File: src/rtl/surfctl_eye_scan.sv
// Autonomous IDELAY eye-scan sequencer for one SURF input path.
// Steps every tap, runs a timed bit-error count at each one, tracks the
// longest contiguous run of good taps and finally loads its centre tap.
//
// state    | meaning
// ---------+-----------------------------------------------------------
// S_IDLE   | waiting for start_i; eye results hold
// S_LOAD   | idelay_load_o high with idelay_value_o, waiting for ack
// S_COUNT  | biterr_req_o high, waiting for biterr_valid_i
// S_EVAL   | judge the tap, update run/best trackers, advance the tap
// S_CENTER | decide pass/fail, pick the centre tap for the final load
// S_FINISH | one cycle: done_o pulse, eye outputs valid
module surfctl_eye_scan #(
  parameter int TAP_BITS      = 5,
  parameter int COUNT_BITS    = 25,
  parameter int INTERVAL_BITS = 24,
  parameter int MIN_EYE       = 4
) (
  input  logic                     wb_clk_i,
  input  logic                     wb_rst_n_i,
  input  logic                     start_i,
  input  logic                     abort_i,
  input  logic [INTERVAL_BITS-1:0] interval_i,
  input  logic [COUNT_BITS-1:0]    threshold_i,
  output logic                     busy_o,
  output logic                     done_o,
  output logic                     fail_o,
  output logic [TAP_BITS-1:0]      idelay_value_o,
  output logic                     idelay_load_o,
  input  logic                     idelay_ack_i,
  output logic                     biterr_req_o,
  output logic [INTERVAL_BITS-1:0] biterr_interval_o,
  input  logic [COUNT_BITS-1:0]    biterr_count_i,
  input  logic                     biterr_valid_i,
  output logic [TAP_BITS-1:0]      eye_start_o,
  output logic [TAP_BITS:0]        eye_width_o,
  output logic [TAP_BITS-1:0]      eye_center_o
);

  localparam logic [TAP_BITS-1:0] TAP_MAX = '1;
  localparam logic [TAP_BITS-1:0] TAP_ONE = TAP_BITS'(1);
  localparam logic [TAP_BITS:0]   LEN_ONE = (TAP_BITS + 1)'(1);
  localparam logic [TAP_BITS:0]   MIN_LEN = (TAP_BITS + 1)'(MIN_EYE);

  typedef enum logic [2:0] {
    S_IDLE,
    S_LOAD,
    S_COUNT,
    S_EVAL,
    S_CENTER,
    S_FINISH
  } state_t;

  state_t state_q, state_d;

  logic [TAP_BITS-1:0]      tap_q;
  logic [TAP_BITS-1:0]      value_q;
  logic [INTERVAL_BITS-1:0] interval_q;
  logic [COUNT_BITS-1:0]    thr_q;
  logic [COUNT_BITS-1:0]    count_q;
  logic [TAP_BITS-1:0]      run_start_q;
  logic [TAP_BITS:0]        run_len_q;
  logic [TAP_BITS-1:0]      best_start_q;
  logic [TAP_BITS:0]        best_len_q;
  logic                     fail_q;
  logic                     final_q;
  logic [TAP_BITS-1:0]      eye_start_q;
  logic [TAP_BITS:0]        eye_width_q;
  logic [TAP_BITS-1:0]      eye_center_q;

  logic                     tap_good;
  logic [TAP_BITS:0]        run_len_inc;
  logic [TAP_BITS-1:0]      run_start_new;
  logic [TAP_BITS-1:0]      centre;
  logic                     eye_ok;
  logic                     abort_hit;

  // Tap judgement, run bookkeeping and centre arithmetic.
  // The centre sum is formed one bit wider and floored; it never exceeds TAP_MAX
  // because best_start + best_len - 1 is itself a valid tap.
  always_comb begin
    tap_good      = (count_q <= thr_q);
    run_len_inc   = run_len_q + LEN_ONE;
    run_start_new = (run_len_q == '0) ? tap_q : run_start_q;
    centre        = TAP_BITS'({1'b0, best_start_q} + ((best_len_q - LEN_ONE) >> 1));
    eye_ok        = (best_len_q >= MIN_LEN);
    abort_hit     = abort_i && (state_q != S_IDLE) && (state_q != S_FINISH);
  end

  // State register.
  always_ff @(posedge wb_clk_i or negedge wb_rst_n_i) begin
    if (!wb_rst_n_i) state_q <= S_IDLE;
    else             state_q <= state_d;
  end

  // Next state and handshake outputs; abort overrides any pending ack/valid.
  always_comb begin
    state_d       = state_q;
    idelay_load_o = 1'b0;
    biterr_req_o  = 1'b0;
    busy_o        = 1'b0;
    done_o        = 1'b0;
    case (state_q)
      S_IDLE: begin
        if (start_i) state_d = S_LOAD;
      end
      S_LOAD: begin
        busy_o        = 1'b1;
        idelay_load_o = 1'b1;
        if (idelay_ack_i) state_d = final_q ? S_FINISH : S_COUNT;
      end
      S_COUNT: begin
        busy_o       = 1'b1;
        biterr_req_o = 1'b1;
        if (biterr_valid_i) state_d = S_EVAL;
      end
      S_EVAL: begin
        busy_o  = 1'b1;
        state_d = (tap_q == TAP_MAX) ? S_CENTER : S_LOAD;
      end
      S_CENTER: begin
        busy_o  = 1'b1;
        state_d = eye_ok ? S_LOAD : S_FINISH;
      end
      S_FINISH: begin
        done_o  = 1'b1;
        state_d = S_IDLE;
      end
      default: state_d = S_IDLE;
    endcase
    if (abort_hit) state_d = S_FINISH;
  end

  // Scan datapath: latched settings, tap counter, run/best trackers, results.
  always_ff @(posedge wb_clk_i or negedge wb_rst_n_i) begin
    if (!wb_rst_n_i) begin
      tap_q        <= '0;
      value_q      <= '0;
      interval_q   <= '0;
      thr_q        <= '0;
      count_q      <= '0;
      run_start_q  <= '0;
      run_len_q    <= '0;
      best_start_q <= '0;
      best_len_q   <= '0;
      fail_q       <= 1'b0;
      final_q      <= 1'b0;
      eye_start_q  <= '0;
      eye_width_q  <= '0;
      eye_center_q <= '0;
    end else if (state_q == S_IDLE) begin
      if (start_i) begin
        interval_q   <= interval_i;
        thr_q        <= threshold_i;
        tap_q        <= '0;
        value_q      <= '0;
        run_start_q  <= '0;
        run_len_q    <= '0;
        best_start_q <= '0;
        best_len_q   <= '0;
        fail_q       <= 1'b0;
        final_q      <= 1'b0;
        eye_start_q  <= '0;
        eye_width_q  <= '0;
        eye_center_q <= '0;
      end
    end else if (abort_hit) begin
      fail_q       <= 1'b1;
      final_q      <= 1'b0;
      eye_start_q  <= best_start_q;
      eye_width_q  <= best_len_q;
      eye_center_q <= '0;
    end else begin
      case (state_q)
        S_LOAD: begin
          if (idelay_ack_i && final_q) begin
            final_q      <= 1'b0;
            eye_start_q  <= best_start_q;
            eye_width_q  <= best_len_q;
            eye_center_q <= value_q;
          end
        end
        S_COUNT: begin
          if (biterr_valid_i) count_q <= biterr_count_i;
        end
        S_EVAL: begin
          if (tap_good) begin
            run_start_q <= run_start_new;
            run_len_q   <= run_len_inc;
            if (run_len_inc > best_len_q) begin
              best_start_q <= run_start_new;
              best_len_q   <= run_len_inc;
            end
          end else begin
            run_len_q <= '0;
          end
          if (tap_q != TAP_MAX) begin
            tap_q   <= tap_q + TAP_ONE;
            value_q <= tap_q + TAP_ONE;
          end
        end
        S_CENTER: begin
          if (eye_ok) begin
            value_q <= centre;
            final_q <= 1'b1;
          end else begin
            // IDELAY stays at the last scanned tap; no final load.
            fail_q       <= 1'b1;
            eye_start_q  <= best_start_q;
            eye_width_q  <= best_len_q;
            eye_center_q <= '0;
          end
        end
        default: ;
      endcase
    end
  end

  assign fail_o            = fail_q;
  assign idelay_value_o    = value_q;
  assign biterr_interval_o = interval_q;
  assign eye_start_o       = eye_start_q;
  assign eye_width_o       = eye_width_q;
  assign eye_center_o      = eye_center_q;

endmodule

File: config.mk
export PLATFORM = sky130hd
export DESIGN_NAME = surfctl_eye_scan
export DESIGN_NICKNAME = d
export VERILOG_FILES = /design/src/rtl/surfctl_eye_scan.sv
export SDC_FILE = /design/constraint.sdc
export NUM_CORES = 1
export LEC_CHECK = 0
export BUFFER_PORTS_ARGS = -buffer_cell sky130_fd_sc_hd__buf_4
export CAP_MARGIN = 40
export CORE_MARGIN = 2
export CORE_UTILIZATION = 55
export CTS_CLUSTER_SIZE = 25
export DETAILED_ROUTE_END_ITERATION = 6
export PLACE_DENSITY_LB_ADDON = 0.1
export SYNTH_ARGS = -nofsm -noshare
export SYNTH_HDL_FRONTEND = slang
export SYNTH_SLANG_ARGS = --single-unit
File: constraint.sdc
create_clock -name wb_clk_i -period 3.2 [get_ports wb_clk_i]
set_input_delay 0.32 -clock wb_clk_i [delete_from_list [all_inputs] [get_ports wb_clk_i]]
set_output_delay 0.32 -clock wb_clk_i [all_outputs]
set_load 0.01 [all_outputs]
==> impl_table.tex, run 1 <==
\begin{tabular}{lr}
\hline
Metric & Value \\
\hline
\multicolumn{2}{l}{\textbf{Status}} \\
\quad Outcome & completed \\
\multicolumn{2}{l}{\textbf{Global routing}} \\
\quad Pin count of the biggest net entering global routing & 54 \\
\quad Initial antenna violation count & 0 \\
\quad Number of global-route vias before repair & 4992 \\
\quad Wire length of the first global-routing pass & 23900 µm \\
\quad Overall routing resource usage & 23.9\% \\
\quad Overall overflow remaining after global route & 0 \\
\multicolumn{2}{l}{\textbf{Finish}} \\
\quad Syn-to-layout area delta & 27.9\% \\
\quad Sequential cell area & 3180 µm² \\
\quad Antenna cells & 0 \\
\quad Number of fill cells in the layout & 817 \\
\quad Combined area of the multi-input logic cells & 2890 µm² \\
\quad Nets & 815 \\
\quad Layout cell share with drive strength beyond 1 & 35.5\% \\
\multicolumn{2}{l}{\textbf{Placed design}} \\
\quad Post-detailed-placement half-perimeter wirelength & 10000 µm \\
\quad Count of buffers inserted at the top-level ports & 129 \\
\quad RePlAce Congestion & 0.830 \\
\multicolumn{2}{l}{\textbf{Setup path}} \\
\quad Start-to-end type of the worst setup path & reg2reg \\
\quad Slack of the worst reg-to-reg path & 0.35 ns \\
\quad CP startpoint kind & register \\
\quad Worst-path fanout max & 11 \\
\quad Worst r2r dst & best\_start\_q[0] \\
\quad Critical path data required time & 3.54 ns \\
\quad Endpoint class of the critical path & register \\
\quad Logic depth of the worst register-to-register path & 8 \\
\quad Data arrival at the endpoint of the critical path & 3.18 ns \\
\quad Worst r2r src & thr\_q[23] \\
\multicolumn{2}{l}{\textbf{Route}} \\
\quad Pre-antenna DRT Iters & 4 \\
\quad Number of remaining DRC errors & 0 \\
\quad First-iteration detailed-routing DRC count & 204 \\
\quad Residual antenna-violating net count after detailed routing & 0 \\
\quad Routed via count divided by cell count & 5.56 \\
\quad Number of vias in the routed layout & 4715 \\
\quad Final WL & 14100 µm \\
\quad Wire per inst & 16.6 µm \\
\multicolumn{2}{l}{\textbf{Yosys}} \\
\quad Number of enable-type register cells in the synthesized netlist & 0 \\
\quad Synthesized area divided by synthesized cell count & 11.4 µm² \\
\quad Synthesis warning total & 0 \\
\quad Synth Cell Area & 6340 µm² \\
\quad Sequential-to-total area share from yosys stat & 50.1\% \\
\quad Commonest cells in the synthesized netlist & 127 x dfrtp\_1, 74 x mux2\_2, 51 x inv\_1 \\
\quad Post-synth top area share & 50.1\% \\
\quad Commonest register cell after synthesis & dfrtp\_1 \\
\quad Cell types with the largest area share after synthesis & dfrtp\_1 50\%, mux2\_2 13\%, ha\_1 8.1\%, inv\_1 3.0\%, nand2\_1 2.8\% \\
\quad Syn nets & 678 \\
\quad Count of different cell masters after synthesis & 49 \\
\quad Most used standard cell by instance count after synthesis & dfrtp\_1 \\
\quad Proportion of register bits with asynchronous set or reset after synthesis & 100\% \\
\quad Cell taking the most area after synthesis & dfrtp\_1 \\
\quad Cell count after synthesis & 556 \\
\quad Post-synthesis sequential element count & 127 \\
\multicolumn{2}{l}{\textbf{Die}} \\
\quad Row cnt & 39 \\
\quad Floorplan die height & 111 µm \\
\quad Die area & 12400 µm² \\
\quad Starting Density & 56.0\% \\
\quad Number of placed I/O pins & 130 \\
\quad Horizontal extent of the die & 111 µm \\
\quad Core footprint & 11300 µm² \\
\multicolumn{2}{l}{\textbf{Run}} \\
\quad Max-cap violation count & 0 \\
\multicolumn{2}{l}{\textbf{STA}} \\
\quad Post-route clock period utilization & 88.9\% \\
\quad Minimum clock period & 2.85 ns \\
\quad Max Slew Vio Count & 0 \\
\quad Final setup skew & 0.00877 ns \\
\quad Unrepaired setup endpoints after global routing & no \\
\quad Post-route setup TNS & 0 ns \\
\quad Tightest slew margin relative to the limit & 39.6\% \\
\quad Worst Max-Slew Pin Slew & 0.901 ns \\
\quad Fmax & 351 MHz \\
\quad Endpoints failing setup & 0 \\
\quad Post-Route Hold Slack & 0.131 ns \\
\quad Final-report hold violation count & 0 \\
\multicolumn{2}{l}{\textbf{Clocking}} \\
\quad Cts hold-fix bufs & 1 \\
\quad Skew-Pair Late Insertion Delay & 0.42 ns \\
\quad Count of instances resized after the clock tree is built & 0 \\
\quad H-tree depth & 4 \\
\quad Post-CTS setup-driven buffer insertion count & 0 \\
\quad Root Driver & clkbuf\_16 \\
\quad Number of buffers created by CTS & 17 \\
\quad CTS tree & built \\
\quad CTS Buffer Depth & 2 \\
\quad Reg clk slew, reported paths & 0.05 ns \\
\quad Total number of clock tree sinks & 127 \\
\multicolumn{2}{l}{\textbf{Pwr}} \\
\quad Power density cells & 970 nW/µm² \\
\quad Worst voltage drop across the vdd grid & 0.000546 V \\
\quad Static leakage power & 3.98 nW \\
\quad Post-layout power & 7.87 mW \\
\multicolumn{2}{l}{\textbf{Min path}} \\
\quad Worst Hold Path EP & thr\_q[14] \\
\quad Worst hold path type & in2reg \\
\quad Hold Crit Depth & 2 \\
\quad Hold Crit Start & threshold\_i[14] \\
\hline
\end{tabular}
placed cells by master (no fill, tap or decap), types with 5 or more instances in the layout:
cell / n
nor2_1: 17
nand4_1: 6
a22o_1: 13
nand3_1: 7
nand2_1: 48
xor2_1: 5
o21ai_0: 28
o21a_1: 5
buf_4: 136
nor3_1: 9
a21oi_1: 23
o2bb2ai_1: 16
mux2_2: 74
mux2i_1: 5
dfrtp_1: 127
ha_1: 41
inv_1: 51
clkbuf_16: 17
clkbuf_1: 5
xnor2_1: 10
nand2b_1: 5
critical path, cell delays in order (launching register included):
cell and delay (ns):
dfrtp_1 0.36, inv_1 0.06, ha_1 0.29, nand4_1 0.15, or3_4 0.39, nor4_4 0.35, a2111oi_4 0.20, o31ai_2 0.76
o2bb2ai_1 0.20
where the power goes:
| part | total [mW] | internal [mW] | switching [mW] |
|---|---|---|---|
| clock network | 1.97 | 1.30 | 0.665 |
| logic | 3.24 | 1.61 | 1.63 |
| registers | 2.67 | 2.23 | 0.440 |
| total | 7.87 | 5.14 | 2.74 |
how the worst max path moves through the flow:
stage / from / endpoint / slack, ns / cells past startpoint
finish: thr_q[23] / best_start_q[0] / 0.35 / 8
global route: thr_q[23] / best_start_q[3] / 0.23 / 8
CTS: thr_q[4] / best_start_q[0] / 0.38 / 8
detailed placement: thr_q[4] / best_start_q[0] / 0.40 / 8
global placement: thr_q[2] / run_len_q[5] / 0.53 / 8
floorplan: run_len_q[0] / best_len_q[0] / 0.77 / 12
logic make-up after synthesis:
group                      synth area share (%)
adders and majority gates                  8.40
and+or+nand+nor                            8.05
AOI/OAI and AO/OA                          13.0
muxes                                      13.9
buffers and inverters                      4.46
DFF                                        50.1
xor gates and xnor gates                   2.07
per-layer routing:
| layer | vias up | GRT usage [%] | part of all wire [%] |
|---|---|---|---|
| met1 | 2326 | 31.6 | 44 |
| met3 | 20 | 5.88 | 5.0 |
| li1 | 2234 | - | - |
| met5 | - | 0 | 0 |
| met2 | 135 | 38.1 | 49 |
| met4 | 0 | 10.0 | 1.9 |
stage by stage:
stage | cell area (µm²) | util (%) | std cells | setup WS [ns]
after floorplan | 6340 | - | 556 | 0.768
after global placement | 7500 | 66.3 | 816 | 0.530
after detailed placement | 7500 | 66.3 | 816 | 0.400
after CTS | 8110 | 71.7 | 848 | 0.384
after global routing | 8110 | 71.7 | 848 | 0.227
final | 8110 | 71.7 | 848 | 0.355
registers in the layout (all words and copies together), names as in the netlist:
signal             count
count_q               25
run_start_q            5
eye_width_o            6
idelay_value_o         5
fail_o                 1
thr_q                 25
final_q                1
state_q                3
eye_center_o           5
biterr_interval_o     24
tap_q                  5
best_len_q             6
eye_start_o            5
best_start_q           5
run_len_q              6
final cells by class:
class                      instances  share of cell area, %
clock inverter                     5                   1.26
timing repair buffer             139                   13.2
sequential                       127                   39.2
multi-input combinational        357                   35.7
tap                              143                   2.21
clock buffer                      26                   6.15
inverter                          51                   2.36
No activity file was read; power rests on OpenSTA's default activity.
==> run 2, diff against run 1 <==
- SETUP_SLACK_MARGIN: unset -> 0.4
==> run 2 against run 1 <==
First-iteration DRC count is 6.4% higher. Clock skew hardly changed. Cell area is 0.96% higher. Combinational power is 3% higher. Die area stayed put. Via count hardly changed.
==> impl_table.tex, run 2 (synthesis results as in run 1) <==
\begin{tabular}{lr}
\hline
Metric & Value \\
\hline
\multicolumn{2}{l}{\textbf{Placed design}} \\
\quad Count of buffers inserted at the top-level ports & 129 \\
\quad RePlAce Congestion & 0.830 \\
\quad Post-detailed-placement half-perimeter wirelength & 10000 µm \\
\quad Worst setup timing slack at the placement stage & 0.400 ns \\
\quad Total cell area at the placement stage & 7500 µm² \\
\quad Number of placed instances with taps included & 816 \\
\multicolumn{2}{l}{\textbf{STA}} \\
\quad Fmax & 372 MHz \\
\quad Max Slew Vio Count & 0 \\
\quad Tightest slew margin relative to the limit & 49.2\% \\
\quad Post-route setup TNS & 0 ns \\
\quad Post-route clock period utilization & 83.9\% \\
\quad Least setup slack across all paths after layout & 0.514 ns \\
\quad Final-report hold violation count & 0 \\
\quad Endpoints failing setup & 0 \\
\quad Worst Max-Slew Pin Slew & 0.755 ns \\
\quad Minimum clock period & 2.69 ns \\
\quad Final setup skew & 0.00832 ns \\
\quad Unrepaired setup endpoints after global routing & no \\
\multicolumn{2}{l}{\textbf{Pwr}} \\
\quad Power density cells & 974 nW/µm² \\
\quad Switching power & 2.77 mW \\
\quad Fraction of power consumed by the clock network & 24.6\% \\
\quad Internal Dissipation & 5.20 mW \\
\quad Static leakage power & 4.01 nW \\
\quad Worst voltage drop across the vdd grid & 0.000546 V \\
\quad Fraction of power spent switching nets & 34.8\% \\
\quad Combinational Power Share & 41.9\% \\
\quad Seq pwr share & 33.5\% \\
\multicolumn{2}{l}{\textbf{Finish}} \\
\quad Syn-to-layout area delta & 29.2\% \\
\quad Nets & 820 \\
\quad Antenna cells & 0 \\
\quad Sequential cell area & 3180 µm² \\
\quad Combined area of the multi-input logic cells & 2920 µm² \\
\quad Highest-count cells in the layout ignoring fill and taps & 140 x buf\_4, 127 x dfrtp\_1, 74 x mux2\_2 \\
\quad Most common cell after layout, fill and taps aside & buf\_4 \\
\quad Fin cells & 853 \\
\quad Layout cell share with drive strength beyond 1 & 36.3\% \\
\quad Finished Cell Area & 8190 µm² \\
\quad Final design utilization & 72.4\% \\
\quad Number of fill cells in the layout & 804 \\
\multicolumn{2}{l}{\textbf{Clocking}} \\
\quad CTS Buffer Depth & 2 \\
\quad Root Driver & clkbuf\_16 \\
\quad H-tree depth & 4 \\
\quad Number of buffers created by CTS & 17 \\
\quad Total number of clock tree sinks & 127 \\
\quad CTS tree & built \\
\quad Reg clk slew, reported paths & 0.05 ns \\
\quad Skew-Pair Late Insertion Delay & 0.42 ns \\
\multicolumn{2}{l}{\textbf{Global routing}} \\
\quad Pin count of the biggest net entering global routing & 54 \\
\quad Overall routing resource usage & 23.9\% \\
\quad Number of global-route vias before repair & 4985 \\
\quad Initial antenna violation count & 0 \\
\quad Wire length of the first global-routing pass & 23900 µm \\
\quad Overall overflow remaining after global route & 0 \\
\multicolumn{2}{l}{\textbf{Route}} \\
\quad Pre-antenna DRT Iters & 4 \\
\quad Wire per inst & 16.6 µm \\
\quad Number of remaining DRC errors & 0 \\
\quad Residual antenna-violating net count after detailed routing & 0 \\
\quad Routed via count divided by cell count & 5.53 \\
\quad First-iteration detailed-routing DRC count & 217 \\
\quad Number of vias in the routed layout & 4716 \\
\quad Final WL & 14100 µm \\
\multicolumn{2}{l}{\textbf{Setup path}} \\
\quad Worst r2r src & thr\_q[4] \\
\quad Endpoint class of the critical path & register \\
\quad Worst-path fanout max & 11 \\
\quad Critical path data required time & 3.49 ns \\
\quad Worst setup startpoint & thr\_q[4] \\
\quad Start-to-end type of the worst setup path & reg2reg \\
\quad CP startpoint kind & register \\
\quad Data arrival at the endpoint of the critical path & 2.97 ns \\
\multicolumn{2}{l}{\textbf{Die}} \\
\quad Horizontal extent of the die & 111 µm \\
\quad Die area & 12400 µm² \\
\quad Number of placed I/O pins & 130 \\
\quad Core footprint & 11300 µm² \\
\quad Floorplan die height & 111 µm \\
\quad Row cnt & 39 \\
\quad Starting Density & 56.0\% \\
\multicolumn{2}{l}{\textbf{Min path}} \\
\quad Worst hold path type & in2reg \\
\quad Hold Crit Start & biterr\_count\_i[16] \\
\multicolumn{2}{l}{\textbf{Status}} \\
\quad Outcome & completed \\
\multicolumn{2}{l}{\textbf{Run}} \\
\quad Max-cap violation count & 0 \\
\hline
\end{tabular}
[run 2: path summary, 6_finish.rpt]
check / end / depth (start not counted) / slack (ns)
setup / recovery: best_start_q[0] / 11 / 0.51
hold / removal: count_q[16] / 2 / 0.13
setup reg to reg: best_start_q[0] / 11 / 0.51
hold reg to reg: eye_center_o[0] / 2 / 0.49
max in group asynchronous: eye_width_o[2] / 3 / 1.94
min in group asynchronous: biterr_interval_o[16] / 2 / 0.48
[run 2: layout make-up]
type / instances / area share, %
clock buffers: 26 / 6.09
clock inverters: 5 / 1.25
inverters: 51 / 2.34
multi-input cells: 357 / 35.6
flip-flops and latches: 127 / 38.8
well taps: 143 / 2.18
repair buffers: 144 / 13.7
[run 2: repair_timing]
| item | in CTS | in global routing |
|---|---|---|
| buffers inserted | 0 | 5 |
| pin swaps | 1 | 3 |
| hold endpoints to repair | 48 | 0 |
| gates resized for setup | 0 | 5 |
| hold buffers | 1 | 0 |
| endpoints found under the setup margin | 8 | 20 |
[run 2: worst max-delay path, stage by stage (launching register included)]
cell,delay [ns]
dfrtp_1,0.35
inv_1,0.05
ha_1,0.33
a21oi_1,0.16
o21ai_0,0.11
a2111o_1,0.47
a2111oi_4,0.34
buf_4,0.23
buf_4,0.14
o31ai_4,0.07
buf_12,0.18
o2bb2ai_1,0.12
[run 2: power by group through the flow]
| stage | Combinational (mW) | Sequential (mW) | Clock, mW |
|---|---|---|---|
| final | 3.34 | 2.67 | 1.96 |
| after global routing | 3.69 | 2.76 | 2.07 |
| after CTS | 3.26 | 2.67 | 2.00 |
| after detailed placement | 3.21 | 2.68 | 0 |
| after global placement | 3.10 | 2.65 | 0 |
| after floorplan | 2.14 | 2.65 | 0 |
[run 2: per-layer routing]
| layer | track usage (%) | routed length (µm) | vias to the layer above |
|---|---|---|---|
| met1 | 31.7 | 6220 | 2321 |
| met2 | 38.1 | 6940 | 130 |
| met3 | 5.88 | 683 | 23 |
| met4 | 10.0 | 284 | 0 |
| met5 | 0 | 0 | - |
| li1 | - | - | 2242 |
[run 2: per-stage QoR]
step | power [mW] | hold WS (ns)
6_report | 7.98 | 0.131
2_1_floorplan | 4.79 | 0.0244
3_5_place_dp | 5.90 | 0.395
5_1_grt | 8.53 | 0.127
3_3_place_gp | 5.75 | 0.382
4_1_cts | 7.93 | 0.117
==> run 3, diff against run 2 <==
- clock period: 3.2 -> 2.8 ns (I/O delays scaled with it)
==> run 3 against run 2 <==
Cell area increased by 4.6%. Largest cell class is now multi-input gates. Critical endpoint is now best_len_q[4]. Sequential cell count unchanged. Global-route usage about the same. Hold slack got worse by 0.036 ns. Clock skew decreased by 0.00065 ns. First-iteration DRC count increased by 22%.
==> impl_table.tex, run 3 (synthesis results as in run 1) <==
\begin{tabular}{lr}
\hline
Metric & Value \\
\hline
\multicolumn{2}{l}{\textbf{Status}} \\
\quad Outcome & completed \\
\multicolumn{2}{l}{\textbf{Placed design}} \\
\quad Total cell area at the placement stage & 7530 µm² \\
\quad Number of placed instances with taps included & 820 \\
\quad Worst setup timing slack at the placement stage & 0.141 ns \\
\quad Post-detailed-placement half-perimeter wirelength & 9910 µm \\
\quad Count of buffers inserted at the top-level ports & 129 \\
\quad RePlAce Congestion & 0.855 \\
\multicolumn{2}{l}{\textbf{Global routing}} \\
\quad Initial antenna violation count & 0 \\
\quad Overall overflow remaining after global route & 0 \\
\quad Wire length of the first global-routing pass & 23600 µm \\
\quad Overall routing resource usage & 23.9\% \\
\quad Pin count of the biggest net entering global routing & 80 \\
\quad Number of global-route vias before repair & 4920 \\
\multicolumn{2}{l}{\textbf{Route}} \\
\quad Routed via count divided by cell count & 5.57 \\
\quad Wire per inst & 17.0 µm \\
\quad Final WL & 14700 µm \\
\quad Number of remaining DRC errors & 0 \\
\quad Number of vias in the routed layout & 4820 \\
\quad First-iteration detailed-routing DRC count & 265 \\
\quad Pre-antenna DRT Iters & 5 \\
\quad Residual antenna-violating net count after detailed routing & 0 \\
\multicolumn{2}{l}{\textbf{Die}} \\
\quad Die area & 12400 µm² \\
\quad Floorplan die height & 111 µm \\
\quad Row cnt & 39 \\
\quad Horizontal extent of the die & 111 µm \\
\quad Number of placed I/O pins & 130 \\
\quad Core footprint & 11300 µm² \\
\quad Starting Density & 56.0\% \\
\multicolumn{2}{l}{\textbf{Finish}} \\
\quad Nets & 835 \\
\quad Most common cell after layout, fill and taps aside & buf\_4 \\
\quad Number of fill cells in the layout & 719 \\
\quad Layout cell share with drive strength beyond 1 & 44.4\% \\
\quad Highest-count cells in the layout ignoring fill and taps & 149 x buf\_4, 121 x dfrtp\_1, 74 x mux2\_2 \\
\quad Syn-to-layout area delta & 35.1\% \\
\quad Final design utilization & 75.7\% \\
\quad Finished Cell Area & 8570 µm² \\
\quad Antenna cells & 0 \\
\quad Fin cells & 866 \\
\multicolumn{2}{l}{\textbf{Pwr}} \\
\quad Power density cells & 1110 nW/µm² \\
\quad Static leakage power & 4.07 nW \\
\quad Post-layout power & 9.49 mW \\
\quad Worst voltage drop across the vdd grid & 0.000629 V \\
\multicolumn{2}{l}{\textbf{STA}} \\
\quad Post-Route Hold Slack & 0.0952 ns \\
\quad Unrepaired setup endpoints after global routing & yes \\
\quad Post-route setup TNS & 0 ns \\
\quad Fmax & 396 MHz \\
\quad Endpoints failing setup & 0 \\
\quad Tightest slew margin relative to the limit & 56.8\% \\
\quad Least setup slack across all paths after layout & 0.274 ns \\
\quad Max Slew Vio Count & 0 \\
\quad Worst Max-Slew Pin Slew & 0.648 ns \\
\quad Post-route clock period utilization & 90.2\% \\
\quad Final-report hold violation count & 0 \\
\quad Minimum clock period & 2.53 ns \\
\quad Final setup skew & 0.00767 ns \\
\multicolumn{2}{l}{\textbf{Setup path}} \\
\quad Largest stage delay on the critical path & 0.45 ns \\
\quad CP startpoint kind & register \\
\quad Worst-path fanout max & 5 \\
\quad Start-to-end type of the worst setup path & reg2reg \\
\quad Critical path data required time & 3.12 ns \\
\quad Data arrival at the endpoint of the critical path & 2.84 ns \\
\quad Category of cells accounting for the largest share of critical-path delay & compound AO/OA/AOI/OAI gates \\
\quad Endpoint class of the critical path & register \\
\quad Worst path buffer plus inverter count & 3 \\
\quad Library cell contributing the largest single delay on the critical path & a2111o\_1 \\
\quad CP Cell Sequence & inv\_2, ha\_4, a21oi\_2, o21ai\_1, a2111o\_1, a2111oi\_4, buf\_4, buf\_8, o211ai\_4, o2bb2ai\_1 \\
\multicolumn{2}{l}{\textbf{Clocking}} \\
\quad H-tree depth & 4 \\
\quad CTS Buffer Depth & 2 \\
\quad Skew-Pair Late Insertion Delay & 0.42 ns \\
\quad Reg clk slew, reported paths & 0.05 ns \\
\quad CTS tree & built \\
\quad Number of buffers created by CTS & 17 \\
\quad Total number of clock tree sinks & 127 \\
\quad Root Driver & clkbuf\_16 \\
\multicolumn{2}{l}{\textbf{Run}} \\
\quad Max-cap violation count & 0 \\
\multicolumn{2}{l}{\textbf{Min path}} \\
\quad Worst hold path type & in2reg \\
\hline
\end{tabular}
==> run 3: timing repair <==
| action | CTS | global route |
|---|---|---|
| buffers inserted | 10 | 4 |
| pin swaps | 12 | 11 |
| endpoints found under the hold margin | 48 | 0 |
| gates cloned | 1 | 1 |
| hold buffers | 1 | 0 |
| resized for setup | 39 | 32 |
| endpoints found under the setup margin | 23 | 64 |
==> run 3: final cells by class <==
class	instances	area (µm²)	area share, %
inverters	51	191	2.23
clock inverters	8	90.1	1.05
clock buffers	21	470	5.49
multi-input cells	359	3230	37.7
flip-flops and latches	127	3190	37.2
well taps	143	179	2.09
repair buffers	157	1220	14.3
==> run 3: metal layers <==
metal / part of all wire (%) / GRT usage (%)
met1: 43 / 30.9
met4: 1.5 / 9.22
met5: 0 / 0
met2: 50 / 39.2
met3: 5.0 / 5.99
==> run 3: power by group <==
part	switching, mW	internal (mW)	total [mW]
clock network	0.760	1.35	2.11
logic	2.12	2.18	4.29
registers	0.533	2.55	3.09
total	3.41	6.08	9.49
==> run 3: path summary, 6_finish.rpt <==
| check | slack (ns) | endpoint | depth (start not counted) | from |
|---|---|---|---|---|
| setup / recovery | 0.27 | best_len_q[4] | 10 | thr_q[4] |
| hold / removal | 0.1 | biterr_interval_o[16] | 2 | interval_i[16] |
| setup reg to reg | 0.27 | best_len_q[4] | 10 | thr_q[4] |
| hold reg to reg | 0.49 | eye_center_o[0] | 2 | eye_center_o[0] |
| max in group asynchronous | 1.48 | run_len_q[2] | 3 | wb_rst_n_i |
| min in group asynchronous | 0.45 | eye_center_o[0] | 2 | wb_rst_n_i |
